===== src/rtl/sid_dac_pkg.sv =====
// Shared types and constants for the dual MCP4921 serializer that follows the sid core.
package sid_dac_pkg;

  typedef enum logic [1:0] {
    DAC_IDLE,
    DAC_SHIFT,
    DAC_CSH,
    DAC_LDAC
  } dac_state_e;

  localparam int DAC_FRAME_BITS = 16;

  // A/B=0, BUF=0, GA=1 (1x gain), SHDN=1 (active)
  localparam logic [3:0] DAC_CFG_DEFAULT = 4'b0011;

endpackage


===== src/rtl/sid_dac_phase_ctr.sv =====
// Half-period timer: counts 0..CLK_DIV-1 and toggles the SCK phase at each wrap while enabled.
module sid_dac_phase_ctr #(
  parameter int unsigned CLK_DIV = 2
) (
  input  logic clk_i,
  input  logic rst_i,
  input  logic clear,
  input  logic sck_en,
  output logic phase_end,
  output logic sck_phase
);

  localparam logic [3:0] LAST = 4'(CLK_DIV - 1);

  logic [3:0] cnt;

  assign phase_end = !clear && (cnt == LAST);

  always_ff @(posedge clk_i) begin
    if (rst_i || clear) begin
      cnt       <= '0;
      sck_phase <= 1'b0;
    end else if (phase_end) begin
      cnt <= '0;
      if (sck_en) sck_phase <= ~sck_phase;
    end else begin
      cnt <= cnt + 4'd1;
    end
  end

endmodule


===== src/rtl/sid_dac_serializer.sv =====
// Shifts both sid voice-mix samples into two MCP4921 DACs sharing SCK, CS and LDAC,
// with a one-deep pending buffer so a strobe arriving mid-frame is kept.
//
//   state     | meaning
//   DAC_IDLE  | pads idle; load pending pair or live strobe
//   DAC_SHIFT | cs_b low, 16 bits MSB first, shift on last high cycle of each bit
//   DAC_CSH   | cs_b high, CLK_DIV cycles of hold before latching
//   DAC_LDAC  | le_b low for CLK_DIV cycles, outputs update
module sid_dac_serializer
  import sid_dac_pkg::*;
#(
  parameter int unsigned CLK_DIV = 2,
  parameter logic [3:0]  DAC_CFG = DAC_CFG_DEFAULT
) (
  input  logic        clk_i,
  input  logic        rst_i,
  input  logic [11:0] sample_1_i,
  input  logic [11:0] sample_2_i,
  input  logic        start_i,
  output logic        dac_clk_o,
  output logic        dac_dat_1_o,
  output logic        dac_dat_2_o,
  output logic        dac_cs_b_o,
  output logic        dac_le_b_o,
  output logic        busy_o,
  output logic        dropped_o
);

  localparam logic [3:0] LAST_BIT = 4'(DAC_FRAME_BITS - 1);

  dac_state_e  state;
  logic [3:0]  bit_cnt;
  logic [15:0] shreg_1;
  logic [15:0] shreg_2;
  logic        pend_v;
  logic [11:0] pend_1;
  logic [11:0] pend_2;
  logic        phase_end;
  logic        sck_phase;

  sid_dac_phase_ctr #(
    .CLK_DIV(CLK_DIV)
  ) u_phase (
    .clk_i    (clk_i),
    .rst_i    (rst_i),
    .clear    (state == DAC_IDLE),
    .sck_en   (state == DAC_SHIFT),
    .phase_end(phase_end),
    .sck_phase(sck_phase)
  );

  // Shift registers fill with zeros, so dat returns to 0 once the frame is out.
  assign dac_clk_o   = sck_phase;
  assign dac_dat_1_o = shreg_1[15];
  assign dac_dat_2_o = shreg_2[15];

  always_ff @(posedge clk_i) begin
    if (rst_i) begin
      state      <= DAC_IDLE;
      bit_cnt    <= '0;
      shreg_1    <= '0;
      shreg_2    <= '0;
      pend_v     <= 1'b0;
      pend_1     <= '0;
      pend_2     <= '0;
      dac_cs_b_o <= 1'b1;
      dac_le_b_o <= 1'b1;
      busy_o     <= 1'b0;
      dropped_o  <= 1'b0;
    end else begin
      dropped_o <= 1'b0;
      case (state)
        DAC_IDLE: begin
          if (pend_v || start_i) begin
            shreg_1    <= {DAC_CFG, pend_v ? pend_1 : sample_1_i};
            shreg_2    <= {DAC_CFG, pend_v ? pend_2 : sample_2_i};
            bit_cnt    <= '0;
            dac_cs_b_o <= 1'b0;
            busy_o     <= 1'b1;
            state      <= DAC_SHIFT;
          end
          // Consuming the pending pair while a new strobe arrives refills it without a drop.
          if (pend_v && start_i) begin
            pend_1 <= sample_1_i;
            pend_2 <= sample_2_i;
          end else if (pend_v) begin
            pend_v <= 1'b0;
          end
        end
        DAC_SHIFT: begin
          if (phase_end && sck_phase) begin
            shreg_1 <= {shreg_1[14:0], 1'b0};
            shreg_2 <= {shreg_2[14:0], 1'b0};
            bit_cnt <= bit_cnt + 4'd1;
            if (bit_cnt == LAST_BIT) begin
              dac_cs_b_o <= 1'b1;
              state      <= DAC_CSH;
            end
          end
        end
        DAC_CSH: begin
          if (phase_end) begin
            dac_le_b_o <= 1'b0;
            state      <= DAC_LDAC;
          end
        end
        DAC_LDAC: begin
          if (phase_end) begin
            dac_le_b_o <= 1'b1;
            busy_o     <= 1'b0;
            state      <= DAC_IDLE;
          end
        end
        default: state <= DAC_IDLE;
      endcase

      if (state != DAC_IDLE && start_i) begin
        pend_1    <= sample_1_i;
        pend_2    <= sample_2_i;
        pend_v    <= 1'b1;
        dropped_o <= pend_v;
      end
    end
  end

endmodule


===== config.mk =====
export PLATFORM = sky130hd
export DESIGN_NAME = sid_dac_serializer
export DESIGN_NICKNAME = d
export VERILOG_FILES = /design/src/rtl/sid_dac_pkg.sv /design/src/rtl/sid_dac_phase_ctr.sv /design/src/rtl/sid_dac_serializer.sv
export SDC_FILE = /design/constraint.sdc
export NUM_CORES = 1
export LEC_CHECK = 0
export CAP_MARGIN = 0
export CORE_MARGIN = 4
export CORE_UTILIZATION = 58
export CTS_BUF_LIST = sky130_fd_sc_hd__clkbuf_8
export DETAILED_ROUTE_END_ITERATION = 16
export GPL_TIMING_DRIVEN = 0
export PLACE_DENSITY = 0.8
export SYNTH_ARGS = -nofsm -noshare
export SYNTH_HDL_FRONTEND = slang
export SYNTH_SLANG_ARGS = --single-unit

===== constraint.sdc =====
create_clock -name clk_i -period 2.7 [get_ports clk_i]
set_input_delay 0.405 -clock clk_i [delete_from_list [all_inputs] [get_ports clk_i]]
set_output_delay 0.405 -clock clk_i [all_outputs]
set_load 0.05 [all_outputs]

==> results of run 1 <==
-- registers in the layout, indices dropped and copies added, names as in the netlist --
| signal | cells |
|---|---|
| u_phase.cnt | 4 |
| pend_v | 1 |
| busy_o | 1 |
| shreg_1 | 16 |
| u_phase.sck_phase | 1 |
| pend_2 | 12 |
| bit_cnt | 4 |
| shreg_2 | 16 |
| pend_1 | 12 |
| dac_le_b_o | 1 |
| dac_cs_b_o | 1 |
| state | 2 |
| dropped_o | 1 |
-- cell usage in the layout, fill, tap and decap left out, types with 2 or more instances in the layout --
cell             Yosys  routed
a21oi_1             54      54
a22oi_1              5       5
and3_1               2       2
buf_2                5       5
buf_6                3       3
clkbuf_1            19      19
clkbuf_8             0       9
clkdlybuf4s50_1      0      33
clkinv_2             0       5
dfxtp_1             72      72
ha_1                 7       7
inv_1                6       6
mux2_2               2       2
mux2i_1             24      24
nand2_1            102     102
nand3_1              7       7
nor2_1              19      19
nor2b_1              2       2
nor3_1               5       5
o211ai_1            22      22
o21a_1               2       2
o21ai_0              5       5
o21ai_1              2       2
o22ai_1              4       4
xnor2_1              2       2
-- cells by family after synthesis --
family                   synth area share [%]
multiplexers                             8.32
AND/OR/NAND/NOR                          18.5
AO/OA/AOI/OAI                            19.1
adder cells (fa/ha/maj)                  2.77
XOR/XNOR                                0.832
flip-flops                               45.6
buffers and inverters                    4.83
-- per-layer routing --
| metal | share of wire [%] | up-vias |
|---|---|---|
| met5 | 0 | - |
| met3 | 4.5 | 12 |
| met1 | 47 | 1327 |
| li1 | - | 1408 |
| met4 | 1.4 | 0 |
| met2 | 48 | 56 |
-- Yosys cell counts, drive strengths merged (5+ instances only) --
cell,number
nand2,102
dfxtp,72
a21oi,54
mux2i,24
o211ai,22
clkbuf,19
nor2,19
buf,8
ha,7
nand3,7
o21ai,7
inv,6
a22oi,5
nor3,5
o22ai,5
-- cell type report --
type | instances | area [um^2] | share of cell area [%]
multi-input combinational | 277 | 1560 | 41.6
sequential | 72 | 1440 | 38.3
timing repair buffer | 33 | 330 | 8.78
buffer | 27 | 130 | 3.46
clock buffer | 9 | 124 | 3.29
tap | 70 | 87.6 | 2.33
clock inverter | 7 | 62.6 | 1.66
inverter | 6 | 22.5 | 0.599
-- final timing paths --
| check | from | end | slack, ns | cells past startpoint |
|---|---|---|---|---|
| worst max register to register | state[0]$_SDFFE_PP0P_ | shreg_1[6]$_SDFFE_PP0P_ | 0.35 | 9 |
| worst min-delay path | shreg_2[8]$_SDFFE_PP0P_ | shreg_2[8]$_SDFFE_PP0P_ | 0.45 | 2 |
| worst min register to register | shreg_2[8]$_SDFFE_PP0P_ | shreg_2[8]$_SDFFE_PP0P_ | 0.45 | 2 |
| worst max-delay path | state[0]$_SDFFE_PP0P_ | shreg_1[6]$_SDFFE_PP0P_ | 0.35 | 9 |
-- tightest hold or removal path, cell delays in order, from the launching register on --
cell and delay, ns:
dfxtp_1 0.31, nand2_1 0.05, a21oi_1 0.05
-- stage by stage --
stage / hold slack, ns / setup slack, ns
floorplan: 0.432 / 0.618
global placement: 0.438 / 0.321
detailed placement: 0.445 / 0.294
CTS: 0.453 / 0.340
global route: 0.475 / 0.174
finish: 0.454 / 0.346
-- power by group through the flow --
stage	clock, W	combinational (W)	sequential, W
detailed placement	0	0.00147	0.00150
CTS	0.000823	0.00148	0.00148
floorplan	0	0.00108	0.00151
global placement	0	0.00143	0.00149
global route	0.000868	0.00165	0.00151
finish	0.000811	0.00148	0.00148
==> run summary, run 1 <==
================================================================================
Post-CTS setup repair buffer count ................................            0
Stage delay of the slowest cell on the critical path ..............      0.45 ns
Antenna diode instance count ......................................            0
Combinational Power Share .........................................        39.2%
Final Non-Filler Cells ............................................          501
Clock tree root driver cell .......................................     clkbuf_8
Number of instances in the synthesized netlist ....................          382
Cell with the largest stage delay on the worst path ...............       or4b_1
Required time at the worst-slack endpoint .........................      2.98 ns
Max-slew violation total from the final report ....................            0
GR met2 Demand/Resource ...........................................        36.5%
Worst slew slack as a fraction of its limit .......................        59.0%
Met1 layer usage reported by global route .........................        29.4%
Htree depth .......................................................            3
Final weighted congestion in routability-driven placement .........        0.822
Pwr per Cell Area ................................................. 1000 nW/um^2
Power, Total ......................................................    0.00377 W
Violation count after the first detailed-route iteration ..........          161
Sequential share of the synthesized area ..........................        45.6%
Maximum Capacitance Violations ....................................            0
Post-route clock skew .............................................   0.00481 ns
Most used flip-flop cell after synthesis ..........................      dfxtp_1
GR Overflow Total .................................................            0
Top Ports .........................................................           34
Maximum VDD drop ..................................................       712 uV
Total die area ....................................................    6690 um^2
Worst setup path category .........................................      reg2reg
Wire length per cell after detailed routing .......................      14.0 um
Cts-stage hold buffer count .......................................            0
Total vias in the final route .....................................         2803
Number of gates resized after CTS .................................            0
Starting density of the core ......................................        60.7%
Count of antenna-violating nets left after detailed routing .......            0
Total of warnings raised by yosys .................................            0
Die Span X ........................................................      81.8 um
Instance area at placement ........................................    3580 um^2
Worst-path fanout max .............................................           10
Async SR Flop Fraction ............................................           0%
Total of buffers placed on input and output ports .................           33
Minimum clock period after layout .................................      2.35 ns
Buf/Inv on CP .....................................................            4
Yosys top cell area share .........................................        45.6%
Setup repair after global routing missed its margin ...............        false
Maximum number of pins on one net before global-route repair ......           13
Global-route wire length before repair ............................     11700 um
Total setup violations reported at the end of the flow ............            0
Cell-by-cell listing of the critical path ......................... inv_1 > ha_1 > buf_6 > or4b_1 > buf_2 > o22ai_4 > buf_6 > o211ai_1 > a21oi_1
Routed wire length ................................................      6990 um
Clock transition at the registers of the reported paths ...........      0.07 ns
Number of storage elements in the synthesis netlist ...............           72
Vias per inst .....................................................         5.59
TritonCTS Buffers .................................................            9
Class of the most critical hold timing path .......................      reg2reg
Most used cell, CP ................................................        buf_6
Syn Nets ..........................................................          416
First-pass detailed-route iteration total .........................            5
Number of antenna violations at the first check in global routing .            0
Final cycle utilization of the critical path ......................        87.2%
Largest delay contributor family on the critical path ............. compound AO/OA/AOI/OAI gates
Std-Cell Core Area ................................................    5200 um^2
Count of flip-flops with a built-in enable after synthesis ........            0
Critical path startpoint category .................................    flip-flop
Share of the core filled with cells ...............................        72.3%
Cell area after layout ............................................    3760 um^2
Syn avg cell area .................................................    8.27 um^2
Number of placement rows ..........................................           26
Run status ........................................................    completed
Internal power of the cells .......................................    0.00231 W
Clock group share of total power ..................................        21.5%
Layout Area Growth over Synthesis .................................        19.1%
Number of global-route vias before repair .........................         2556
Fraction of power spent switching nets ............................        38.6%
Final-layout fill cell count ......................................          430
Actual transition at the worst max-transition pin .................     0.610 ns
Num Clock Sinks ...................................................           72
Register share of total power .....................................        39.2%
Static leakage power ..............................................      1.37 nW
DRC violations left ...............................................            0
Cell type with the largest total area after synthesis .............      dfxtp_1
Final hold vios ...................................................            0
Half-perimeter wire length after placement ........................      4900 um
Arr. time, crit path ..............................................      2.63 ns
Total instance count after detailed placement .....................          485
Clock network latency to the later pin of the worst-skew pair .....      0.35 ns
Final nets ........................................................          460
Fraction of layout cells with a size suffix above 1 ...............        6.50%
Maximum clock frequency ...........................................      425 MHz
GRT Util Overall ..................................................        22.8%
Nature of the critical path endpoint ..............................    flip-flop
Mapped Area .......................................................    3160 um^2
Synth area leaders ................................................ dfxtp_1, nand2_1, a21oi_1
TritonCTS clock tree ..............................................         done
Post-synthesis cell type count ....................................           33
GRT busiest layer .................................................         met2
Deepest clock path buffer count ...................................            2
Die Y-Extent ......................................................      81.8 um
Global-route met3 utilization .....................................        7.02%
Fin Setup TNS .....................................................         0 ns
Net switching component of the power ..............................    0.00145 W
================================================================================
No activity file was read; power rests on OpenSTA's default activity.
==> run 2: changes to the inputs <==
--- a/config.mk
+++ b/config.mk
@@ -9,9 +9,11 @@
 export CORE_MARGIN = 4
 export CORE_UTILIZATION = 58
 export CTS_BUF_LIST = sky130_fd_sc_hd__clkbuf_8
+export CTS_CLUSTER_SIZE = 8
 export DETAILED_ROUTE_END_ITERATION = 16
 export GPL_TIMING_DRIVEN = 0
-export PLACE_DENSITY = 0.8
+export PLACE_DENSITY = 0.79
 export SYNTH_ARGS = -nofsm -noshare
 export SYNTH_HDL_FRONTEND = slang
+export SYNTH_HIERARCHICAL = 1
 export SYNTH_SLANG_ARGS = --single-unit
==> constraint.sdc (replaced) <==
create_clock -name clk_i -period 2.4 [get_ports clk_i]
set_input_delay 0.36 -clock clk_i [delete_from_list [all_inputs] [get_ports clk_i]]
set_output_delay 0.36 -clock clk_i [all_outputs]
set_load 0.05 [all_outputs]
==> run 2 against run 1 <==
Net effect:
- clock skew increased by 0.00067 ns
- sequential share of layout area fell by 1.5 points
- hold slack got worse by 0.097 ns
- maximum frequency is 5.3% higher
- combinational power increased by 36%
- critical path depth decreased by 1
- global-route usage grew 0.31 points
- sequential power increased by 13%
- register-to-register slack got worse by 0.18 ns
- critical path type unchanged
==> run summary, run 2 <==
=====================================================================================
Wire length per cell after detailed routing ............................      14.5 um   was 14.0 um
Class of the most critical hold timing path ............................       in2reg   was reg2reg
Number of antenna violations at the first check in global routing ......            0   unchanged
Total setup violations reported at the end of the flow .................            0   unchanged
Total of buffers placed on input and output ports ......................           32   was 33
Minimum clock period after layout ......................................      2.24 ns   was 2.35 ns
Yosys top cell area share ..............................................        44.0%   was 45.6%
Clock network latency to the later pin of the worst-skew pair ..........      0.34 ns   was 0.35 ns
Final weighted congestion in routability-driven placement ..............        0.806   was 0.822
Die Span X .............................................................      83.2 um   was 81.8 um
Most frequent cells after synthesis .................................... nand2_1, dfxtp_1, a21oi_1   unchanged
Dominant combinational cell family by area after synthesis ............. simple AND/OR/NAND/NOR gates   was compound AO/OA/AOI/OAI gates
Syn avg cell area ......................................................    7.97 um^2   was 8.27 um^2
Setup repair after global routing missed its margin ....................        false   unchanged
Worst setup path category ..............................................      reg2reg   unchanged
Xor/xnor cell area share of the yosys netlist ..........................        1.07%   was 0.832%
Std-Cell Core Area .....................................................    5510 um^2   was 5200 um^2
Num Clock Sinks ........................................................           72   unchanged
Run status .............................................................    completed   unchanged
Cts-stage hold buffer count ............................................            0   unchanged
Multiplexer fraction of the synthesized cell area ......................        7.03%   was 8.32%
Syn Nets ...............................................................          445   was 416
Total die area .........................................................    6910 um^2   was 6690 um^2
Cell type with the largest total area after synthesis ..................      dfxtp_1   unchanged
Fraction of the mapped netlist area in adder cells .....................        2.67%   was 2.77%
Sequential share of the synthesized area ...............................        44.0%   was 45.6%
Mapped Area ............................................................    3280 um^2   was 3160 um^2
Max-slew violation total from the final report .........................            0   unchanged
Violation count after the first detailed-route iteration ...............          191   was 161
Number of storage elements in the synthesis netlist ....................           72   unchanged
Post-route clock skew ..................................................   0.00549 ns   was 0.00481 ns
Critical path startpoint category ......................................    flip-flop   unchanged
Final Non-Filler Cells .................................................          532   was 501
Post-synthesis cell type count .........................................           41   was 33
Final hold vios ........................................................            0   unchanged
Actual transition at the worst max-transition pin ......................     0.539 ns   was 0.610 ns
Antenna diode instance count ...........................................            0   unchanged
Clock tree root driver cell ............................................     clkbuf_8   unchanged
Die Y-Extent ...........................................................      83.2 um   was 81.8 um
First-pass detailed-route iteration total ..............................            5   unchanged
Cell with the largest stage delay on the worst path ....................    a2111oi_4   was or4b_1
Commonest cells after routing, fill and taps aside ..................... nand2_1, dfxtp_1, a21oi_1   unchanged
Layout Area Growth over Synthesis ......................................        19.6%   was 19.1%
Clock transition at the registers of the reported paths ................      0.07 ns   about the same
Htree depth ............................................................            3   unchanged
Final nets .............................................................          489   was 460
Starting density of the core ...........................................        59.5%   was 60.7%
Stage delay of the slowest cell on the critical path ...................      0.40 ns   was 0.45 ns
Total vias in the final route ..........................................         2921   was 2803
Number of placement rows ...............................................           27   was 26
Nature of the critical path endpoint ...................................    flip-flop   unchanged
Most frequent standard cell in the layout excluding fill and tap cells .      nand2_1   unchanged
TritonCTS Buffers ......................................................            9   unchanged
Maximum Capacitance Violations .........................................            0   unchanged
Maximum number of pins on one net before global-route repair ...........           12   was 13
Async SR Flop Fraction .................................................           0%   unchanged
Maximum VDD drop .......................................................       760 uV   was 712 uV
TritonCTS clock tree ...................................................         done   unchanged
Vias per inst ..........................................................         5.49   was 5.59
Count of flip-flops with a built-in enable after synthesis .............            0   unchanged
Arr. time, crit path ...................................................      2.45 ns   was 2.63 ns
Worst-path fanout max ..................................................           11   was 10
Total of warnings raised by yosys ......................................            6   was 0
Worst slew slack as a fraction of its limit ............................        64.0%   was 59.0%
Number of global-route vias before repair ..............................         2795   was 2556
Final cycle utilization of the critical path ...........................        93.1%   was 87.2%
Synthesized-area fraction occupied by ao, oa, aoi and oai cells ........        17.0%   was 19.1%
Total instance count after detailed placement ..........................          515   was 485
Fraction of layout cells with a size suffix above 1 ....................        9.13%   was 6.50%
Synth area leaders ..................................................... dfxtp_1, nand2_1, a21oi_1   unchanged
Most frequently used cell type in the post-synthesis netlist ...........      nand2_1   unchanged
Pwr per Cell Area ...................................................... 1180 nW/um^2   was 1000 nW/um^2
GR Overflow Total ......................................................            0   unchanged
Cell-by-cell listing of the critical path .............................. inv_1 > ha_1 > nor3_4 > buf_4 > o21ba_2 > a2111oi_4 > mux2i_1 > nor2_1   was inv_1 > ha_1 > buf_6 > or4b_1 > buf_2 > o22ai_4 > buf_6 > o211ai_1 > a21oi_1
Largest regs ........................................................... shreg_1 (16), shreg_2 (16)   unchanged
DRC violations left ....................................................            0   unchanged
Simple-gate portion of the synthesized area ............................        22.6%   was 18.5%
Maximum clock frequency ................................................      447 MHz   was 425 MHz
Deepest clock path buffer count ........................................            2   unchanged
GRT Util Overall .......................................................        23.1%   was 22.8%
Number of instances in the synthesized netlist .........................          411   was 382
Global-route wire length before repair .................................     12900 um   was 11700 um
Required time at the worst-slack endpoint ..............................      2.61 ns   was 2.98 ns
Half-perimeter wire length after placement .............................      5420 um   was 4900 um
Most used flip-flop cell after synthesis ...............................      dfxtp_1   unchanged
Routed wire length .....................................................      7730 um   was 6990 um
Static leakage power ...................................................      1.39 nW   was 1.37 nW
Share of the core filled with cells ....................................        71.2%   was 72.3%
Count of antenna-violating nets left after detailed routing ............            0   unchanged
Top Ports ..............................................................           34   unchanged
=====================================================================================
[run 2: cell count changes after synthesis, moves of 3 or more]
cell      delta
o21ai_0     +22
o22ai_1      -4
a22oi_1      -4
nor2_1       -4
buf_4        +3
nand2_1     +25
nor3b_1      +3
o211ai_1    -22
clkbuf_1     -3
[run 2: final cells by class]
class	count	area (um^2)
Buffer	29	161
Clock buffer	14	193
Clock inverter	2	11.3
Fill cell	435	1590
Inverter	7	26.3
Multi-Input combinational cell	303	1670
Sequential cell	72	1440
Tap cell	72	90.1
Timing Repair Buffer	33	328
[run 2: critical path, delay by kind of cell, from the launching register on]
kind | cells | cell delay [ns]
AO/OA/AOI/OAI | 2 | 0.57
flip-flops | 1 | 0.38
AND/OR/NAND/NOR | 2 | 0.28
buffers and inverters | 2 | 0.24
adder cells (fa/ha/maj) | 1 | 0.37
multiplexers | 1 | 0.26
[run 2: cell families after synthesis]
group                      after synthesis
and+or+nand+nor                        172
AOI/OAI and AO/OA                       97
DFF                                     72
buffers and inverters                   36
muxes                                   23
adders and majority gates                7
xor gates and xnor gates                 4
[run 2: what timing repair did]
| action | in CTS | in global routing |
|---|---|---|
| endpoints found under the hold margin | 0 | 0 |
| resized for setup | 4 | 3 |
| pin swaps | 0 | 1 |
| endpoints found under the setup margin | 35 | 33 |
| setup buffers | 0 | 1 |
[run 2: metal layers]
layer / global-route usage, % / up-vias / wire (um)
li1: - / 1465 / -
met1: 27.9 / 1382 / 3430
met2: 39.4 / 60 / 3810
met3: 5.36 / 14 / 321
met4: 9.51 / 0 / 169
met5: 0 / - / 0
[run 2: worst paths after layout]
path / end / slack, ns / start / cells past startpoint
max reg2reg: state[1]$_SDFFE_PP0P_ / 0.16 / state[0]$_SDFFE_PP0P_ / 8
max: state[1]$_SDFFE_PP0P_ / 0.16 / state[0]$_SDFFE_PP0P_ / 8
min reg2reg: shreg_1[15]$_SDFFE_PP0P_ / 0.45 / shreg_1[15]$_SDFFE_PP0P_ / 2
min: dropped_o$_SDFF_PP0_ / 0.36 / start_i / 3
[run 2: where the power goes]
group	leakage, nW	internal [W]	switching, W	total, W
combinational	0.696	0.000753	0.00126	0.00201
sequential	0.588	0.00151	0.000161	0.00167
clock	0.106	0.000514	0.000438	0.000952
total	1.39	0.00277	0.00185	0.00463
[run 2: per-stage QoR]
step / hold slack [ns] / total power [W] / setup TNS [ns] / instance area, um^2 / worst slack (ns)
finish: 0.356 / 0.00463 / 0 / 3920 / 0.165
global route: 0.365 / 0.00496 / 0 / 3920 / 0.0333
CTS: 0.345 / 0.00461 / 0 / 3900 / 0.0690
detailed placement: 0.446 / 0.00363 / -8.41 / 3690 / -0.357
global placement: 0.439 / 0.00357 / -5.75 / 3690 / -0.243
floorplan: 0.431 / 0.00313 / 0 / 3280 / 0.125
